**src/rtl/mod_exp_ctrl.sv**
```systemverilog
// Modular exponentiation sequencer: left-to-right square-and-multiply driving
// one external Montgomery multiplier (R = 2^64) over a GO/ready handshake.
module mod_exp_ctrl #(
  parameter int unsigned EXP_W = 64
) (
  input  logic             pclk,
  input  logic             nreset,
  input  logic             start,
  input  logic             abort,
  input  logic [63:0]      base,
  input  logic [EXP_W-1:0] exp,
  input  logic [63:0]      mod_m,
  input  logic [63:0]      r2_mod,
  output logic [63:0]      result,
  output logic             done,
  output logic             err,
  output logic             busy,
  output logic             mm_go,
  output logic [63:0]      mm_a,
  output logic [63:0]      mm_b,
  output logic [63:0]      mm_m,
  input  logic [63:0]      mm_p,
  input  logic             mm_ready
);

  localparam int unsigned IW = (EXP_W > 1) ? $clog2(EXP_W) : 1;

  typedef enum logic [1:0] {
    S_IDLE,
    S_GAP,
    S_RUN,
    S_DONE
  } state_e;

  typedef enum logic [2:0] {
    OP_TO_B,
    OP_TO_X,
    OP_SQ,
    OP_MUL,
    OP_FROM
  } op_e;

  state_e           state_q, state_d;
  op_e              op_q, op_d;
  logic [IW-1:0]    idx_q, idx_d;
  logic [EXP_W-1:0] exp_q, exp_d;
  logic [63:0]      base_q, base_d;
  logic [63:0]      r2_q, r2_d;
  logic [63:0]      bm_q, bm_d;
  logic [63:0]      x_q, x_d;
  logic [63:0]      result_q, result_d;
  logic             done_q, done_d;
  logic             err_q, err_d;
  logic             busy_q, busy_d;
  logic             mm_go_q, mm_go_d;
  logic [63:0]      mm_a_q, mm_a_d;
  logic [63:0]      mm_b_q, mm_b_d;
  logic [63:0]      mm_m_q, mm_m_d;

  always_comb begin
    state_d  = state_q;
    op_d     = op_q;
    idx_d    = idx_q;
    exp_d    = exp_q;
    base_d   = base_q;
    r2_d     = r2_q;
    bm_d     = bm_q;
    x_d      = x_q;
    result_d = result_q;
    done_d   = 1'b0;
    err_d    = err_q;
    busy_d   = busy_q;
    mm_go_d  = mm_go_q;
    mm_a_d   = mm_a_q;
    mm_b_d   = mm_b_q;
    mm_m_d   = mm_m_q;

    unique case (state_q)
      S_IDLE: begin
        if (start && !abort) begin
          base_d = base;
          exp_d  = exp;
          r2_d   = r2_mod;
          mm_m_d = mod_m;
          err_d  = 1'b0;
          busy_d = 1'b1;
          op_d   = OP_TO_B;
          if (!mod_m[0]) begin
            err_d    = 1'b1;
            result_d = '0;
            done_d   = 1'b1;
            state_d  = S_DONE;
          end else begin
            state_d = S_GAP;
          end
        end
      end

      // Operands are loaded on the same edge that raises GO, so they never
      // move while GO is high.
      S_GAP: begin
        mm_go_d = 1'b1;
        state_d = S_RUN;
        unique case (op_q)
          OP_TO_B: begin mm_a_d = base_q; mm_b_d = r2_q;  end
          OP_TO_X: begin mm_a_d = 64'd1;  mm_b_d = r2_q;  end
          OP_SQ:   begin mm_a_d = x_q;    mm_b_d = x_q;   end
          OP_MUL:  begin mm_a_d = x_q;    mm_b_d = bm_q;  end
          OP_FROM: begin mm_a_d = x_q;    mm_b_d = 64'd1; end
          default: begin mm_a_d = x_q;    mm_b_d = x_q;   end
        endcase
      end

      S_RUN: begin
        if (mm_go_q && mm_ready) begin
          mm_go_d = 1'b0;
          state_d = S_GAP;
          unique case (op_q)
            OP_TO_B: begin
              bm_d = mm_p;
              op_d = OP_TO_X;
            end
            OP_TO_X: begin
              x_d   = mm_p;
              op_d  = OP_SQ;
              idx_d = IW'(EXP_W - 1);
            end
            OP_SQ: begin
              x_d = mm_p;
              if (exp_q[idx_q]) begin
                op_d = OP_MUL;
              end else if (idx_q == '0) begin
                op_d = OP_FROM;
              end else begin
                idx_d = idx_q - IW'(1);
              end
            end
            OP_MUL: begin
              x_d = mm_p;
              if (idx_q == '0) begin
                op_d = OP_FROM;
              end else begin
                idx_d = idx_q - IW'(1);
                op_d  = OP_SQ;
              end
            end
            OP_FROM: begin
              result_d = mm_p;
              done_d   = 1'b1;
              state_d  = S_DONE;
            end
            default: state_d = S_IDLE;
          endcase
        end
      end

      S_DONE: begin
        busy_d  = 1'b0;
        state_d = S_IDLE;
      end

      default: state_d = S_IDLE;
    endcase

    // Abort wins over any capture in the same cycle, including the final one.
    if (abort && (state_q != S_IDLE)) begin
      state_d  = S_IDLE;
      mm_go_d  = 1'b0;
      busy_d   = 1'b0;
      done_d   = 1'b0;
      result_d = result_q;
    end
  end

  always_ff @(posedge pclk or negedge nreset) begin
    if (!nreset) begin
      state_q  <= S_IDLE;
      op_q     <= OP_TO_B;
      idx_q    <= '0;
      exp_q    <= '0;
      base_q   <= '0;
      r2_q     <= '0;
      bm_q     <= '0;
      x_q      <= '0;
      result_q <= '0;
      done_q   <= 1'b0;
      err_q    <= 1'b0;
      busy_q   <= 1'b0;
      mm_go_q  <= 1'b0;
      mm_a_q   <= '0;
      mm_b_q   <= '0;
      mm_m_q   <= '0;
    end else begin
      state_q  <= state_d;
      op_q     <= op_d;
      idx_q    <= idx_d;
      exp_q    <= exp_d;
      base_q   <= base_d;
      r2_q     <= r2_d;
      bm_q     <= bm_d;
      x_q      <= x_d;
      result_q <= result_d;
      done_q   <= done_d;
      err_q    <= err_d;
      busy_q   <= busy_d;
      mm_go_q  <= mm_go_d;
      mm_a_q   <= mm_a_d;
      mm_b_q   <= mm_b_d;
      mm_m_q   <= mm_m_d;
    end
  end

  assign result = result_q;
  assign done   = done_q;
  assign err    = err_q;
  assign busy   = busy_q;
  assign mm_go  = mm_go_q;
  assign mm_a   = mm_a_q;
  assign mm_b   = mm_b_q;
  assign mm_m   = mm_m_q;

endmodule

```
**config.mk**
```make
export PLATFORM = sky130hd
export DESIGN_NAME = mod_exp_ctrl
export DESIGN_NICKNAME = d
export VERILOG_FILES = /design/src/rtl/mod_exp_ctrl.sv
export SDC_FILE = /design/constraint.sdc
export NUM_CORES = 1
export LEC_CHECK = 0
export ABC_AREA = 0
export CAP_MARGIN = 25
export CORE_AREA = 2 2 300 154
export CTS_BUF_LIST = sky130_fd_sc_hd__clkbuf_4
export DETAILED_ROUTE_END_ITERATION = 8
export DIE_AREA = 0 0 302 156
export GPL_ROUTABILITY_DRIVEN = 0
export PLACE_DENSITY = 0.87
export SLEW_MARGIN = 15
export SYNTH_ARGS = -nofsm -noshare
export SYNTH_HDL_FRONTEND = slang
export SYNTH_SLANG_ARGS = --single-unit
```
**constraint.sdc**
```tcl
create_clock -name pclk -period 6.5 [get_ports pclk]
set_clock_uncertainty 0.15 [all_clocks]
set_input_delay 0.65 -clock pclk [delete_from_list [all_inputs] [get_ports pclk]]
set_output_delay 0.65 -clock pclk [all_outputs]
set_load 0.01 [all_outputs]
```
==> results.yml <==
status:
  status: "complete, no violations"
synth:
  syn_area_um2: 24200
  syn-num-nets: 2779
  synth_seq_area_share: 0.611
  ys.flop_type: "dfrtp_1"
  ys_async_sr_fraction: 1.00
  avgSynthCellArea_um2: 9.88
  synth_edf_count: 0
  synth_cell_types: 54
  synth_seq_cells: 591
  synth_warnings: 0
  syn_inst: 2452
routing:
  top_layer: "met5"
  via_per_inst: 5.76
  met2_length_um: 36600
  wire_per_inst_um: 22.0
  drtIter0Drc: 2162
  drt-met1-wl_um: 33600
  drc: 0
  routed_wl_um: 82000
  vias: 21446
  postRouteAntennaNets: 0
  first_pass_iters: 6
  met3_length_um: 8750
finish:
  finalNonFillerCells: 3726
  final_common_cell: "nand2_1"
  area_growth_pct: 32.6
  n_fill_cell: 3095
  utilization: 0.722
  final_nets: 3356
  drive_gt1_frac: 0.123
  mostFrequentLayoutCells: "nand2_1 (977), dfrtp_1 (591), clkdlybuf4s50_1 (583)"
  stdcell_area_um2: 32100
clocking:
  cts_buffers: 136
  cts_resized: 0
  clk_pin_slew_worst_paths_ps: 80
  post_cts_buffers: 0
  clock-root-buffer: "clkbuf_4"
  clk_latency_ps: 850
  cts_tree: "yes"
  cts.htree.levels: 4
  cts_buffer_depth: 3
  cts_sinks: 591
  hold_buffers: 1
timing:
  max_freq_ghz: 0.263
  worst_hold_slack_ps: 162
  fin_crit_sh: 0.585
  relSlewSlack: 0.275
  hold_violations: 0
  final-max-slew-violation-count: 0
  finalSetupTns_ps: 0
  final-setup-viol-count: 0
  worstMarginPinSlew_ps: 1090
  min_period_ps: 3800
  grt_setup_unrepaired: "false"
  worst_slack_ps: 2700
global_route:
  grt_pass1_vias: 21728
  grt_max_degree: 172
  antenna_found_initial: 12
  grt_use_total: 0.350
  overflow: 0
  grt_pass1_wl_um: 125000
power_and_ir_drop:
  cellPowerDensity_nw_per_um2: 386
  p_total_mw: 12.4
  ir_worst_vdd_mv: 0.253
  power_leakage_nw: 15.2
place:
  port_buffers: 584
  post_dp_cell_area_um2: 30500
  dp.cells: 3488
  pre_cts_slack_ps: 2800
  dpl.hpwl_um: 54400
setup_path:
  max_stage_delay_ps: 820
  cp_top_family: "buffers and inverters"
  criticalPathCategory: "flop to flop"
  cp_max_fo: 66
  worst-endpoint-required_ps: 7040
  cp-end-kind: "flop"
  slowest_stage: "buf_4"
  crit_path_start_kind: "flop"
  cp_common_cell: "buf_4"
  cp.buffers_inverters: 2
  crit_chain: "nor2b_4 > buf_4 > nand3_1 > nor2_4 > buf_4 > mux2_2"
  critPathArrivalTime_ps: 4340
floorplan:
  die-width_um: 302
  dieArea_um2: 47100
  fp.dieH_um: 156
  io_pins: 585
  core_area_um2: 44500
  start_util: 0.544
  fp-row-count: 55
job:
  drv_cap: 0
hold_path:
  hold_path.class: "input port to flop"
==> report_power, final <==
part | internal [mW] | total (mW) | switching, mW
Clock | 1.45 | 2.94 | 1.50
Combinational | 1.86 | 3.70 | 1.84
Sequential | 4.85 | 5.75 | 0.905
==> per-layer routing <==
metal  track usage  vias to the layer above
met5             0                        -
met4         0.146                        2
met3         0.104                      225
met2         0.509                     1277
met1         0.495                    10569
li1              -                     9373
==> final cells by class <==
class | instances | area (um^2) | area share
inverters | 8 | 32.5 | 0.00101
multi-input cells | 1688 | 8810 | 0.274
well taps | 598 | 748 | 0.0233
diodes | 11 | 27.5 | 0.000857
flip-flops and latches | 591 | 14800 | 0.460
clock buffers | 194 | 1460 | 0.0453
clock inverters | 32 | 178 | 0.00553
repair buffers | 604 | 6090 | 0.189
==> kinds of logic (layout without fill, tap and decap cells) <==
| kind of cell | after synthesis | in the layout | share of synthesized area |
|---|---|---|---|
| buffers and inverters | 173 | 838 | 0.0288 |
| AND/OR/NAND/NOR | 1299 | 1299 | 0.209 |
| flip-flops | 591 | 591 | 0.611 |
| adder cells (fa/ha/maj) | 2 | 2 | 0.00103 |
| AO/OA/AOI/OAI | 236 | 236 | 0.0732 |
| multiplexers | 151 | 151 | 0.0768 |
| other | 0 | 11 | 0 |
==> cell usage after synthesis (2+ instances only) <==
library cell  number  area, um^2
or3_1              2        12.5
a211o_1            2        17.5
mux4_2             7         158
mux4_1             6         158
nand2_1          979        3670
a211oi_1           2        15.0
o22a_1             2        17.5
dfrtp_1          591       14800
and2_1             3        18.8
inv_1              7        26.3
mux2i_1            7        70.1
clkbuf_1         149         559
nand2b_1           8        50.1
o21ai_0            8        40.0
or2_2              2        12.5
o2bb2ai_1          3        26.3
a221oi_1         125        1090
and3_1             2        12.5
nor2b_1            8        50.1
buf_2              5        25.0
o31ai_1            3        22.5
a221o_1            2        20.0
nor3_1            13        65.1
nand3_1           71         355
a31oi_1            4        25.0
buf_6              3        33.8
o22ai_1            3        18.8
nor2_1           206         773
a21oi_1           68         340
ha_1               2        25.0
buf_1              6        22.5
mux2_2           131        1480
==> sequential cells by signal, indices dropped and copies added (netlist names), 6 cells and up <==
| signal | flops |
|---|---|
| base_q | 64 |
| bm_q | 64 |
| exp_q | 64 |
| mm_a | 64 |
| mm_b | 64 |
| mm_m | 64 |
| r2_q | 64 |
| result | 64 |
| x_q | 64 |
| idx_q | 6 |
==> final timing paths <==
check	slack [ps]	depth (start not counted)	endpoint	from
worst min-delay path	160	3	mm_m[51]$_DFFE_PN0P_	mod_m[51]
max in group asynchronous	4230	3	x_q[11]$_DFFE_PN0P_	nreset
worst min register to register	320	2	exp_q[20]$_DFFE_PN0P_	exp_q[20]$_DFFE_PN0P_
worst max-delay path	2700	6	bm_q[36]$_DFFE_PN0P_	state_q[1]$_DFFE_PN0P_
min in group asynchronous	350	2	mm_m[14]$_DFFE_PN0P_	nreset
worst max register to register	2700	6	bm_q[36]$_DFFE_PN0P_	state_q[1]$_DFFE_PN0P_
==> worst reg2reg max path: cells and delay by family (launching register included) <==
family | cells | cell delay (ps)
buffers and inverters | 2 | 1480
and+or+nand+nor | 3 | 870
DFF | 1 | 670
muxes | 1 | 490
Note: power is estimated with default switching activity, not from simulation.
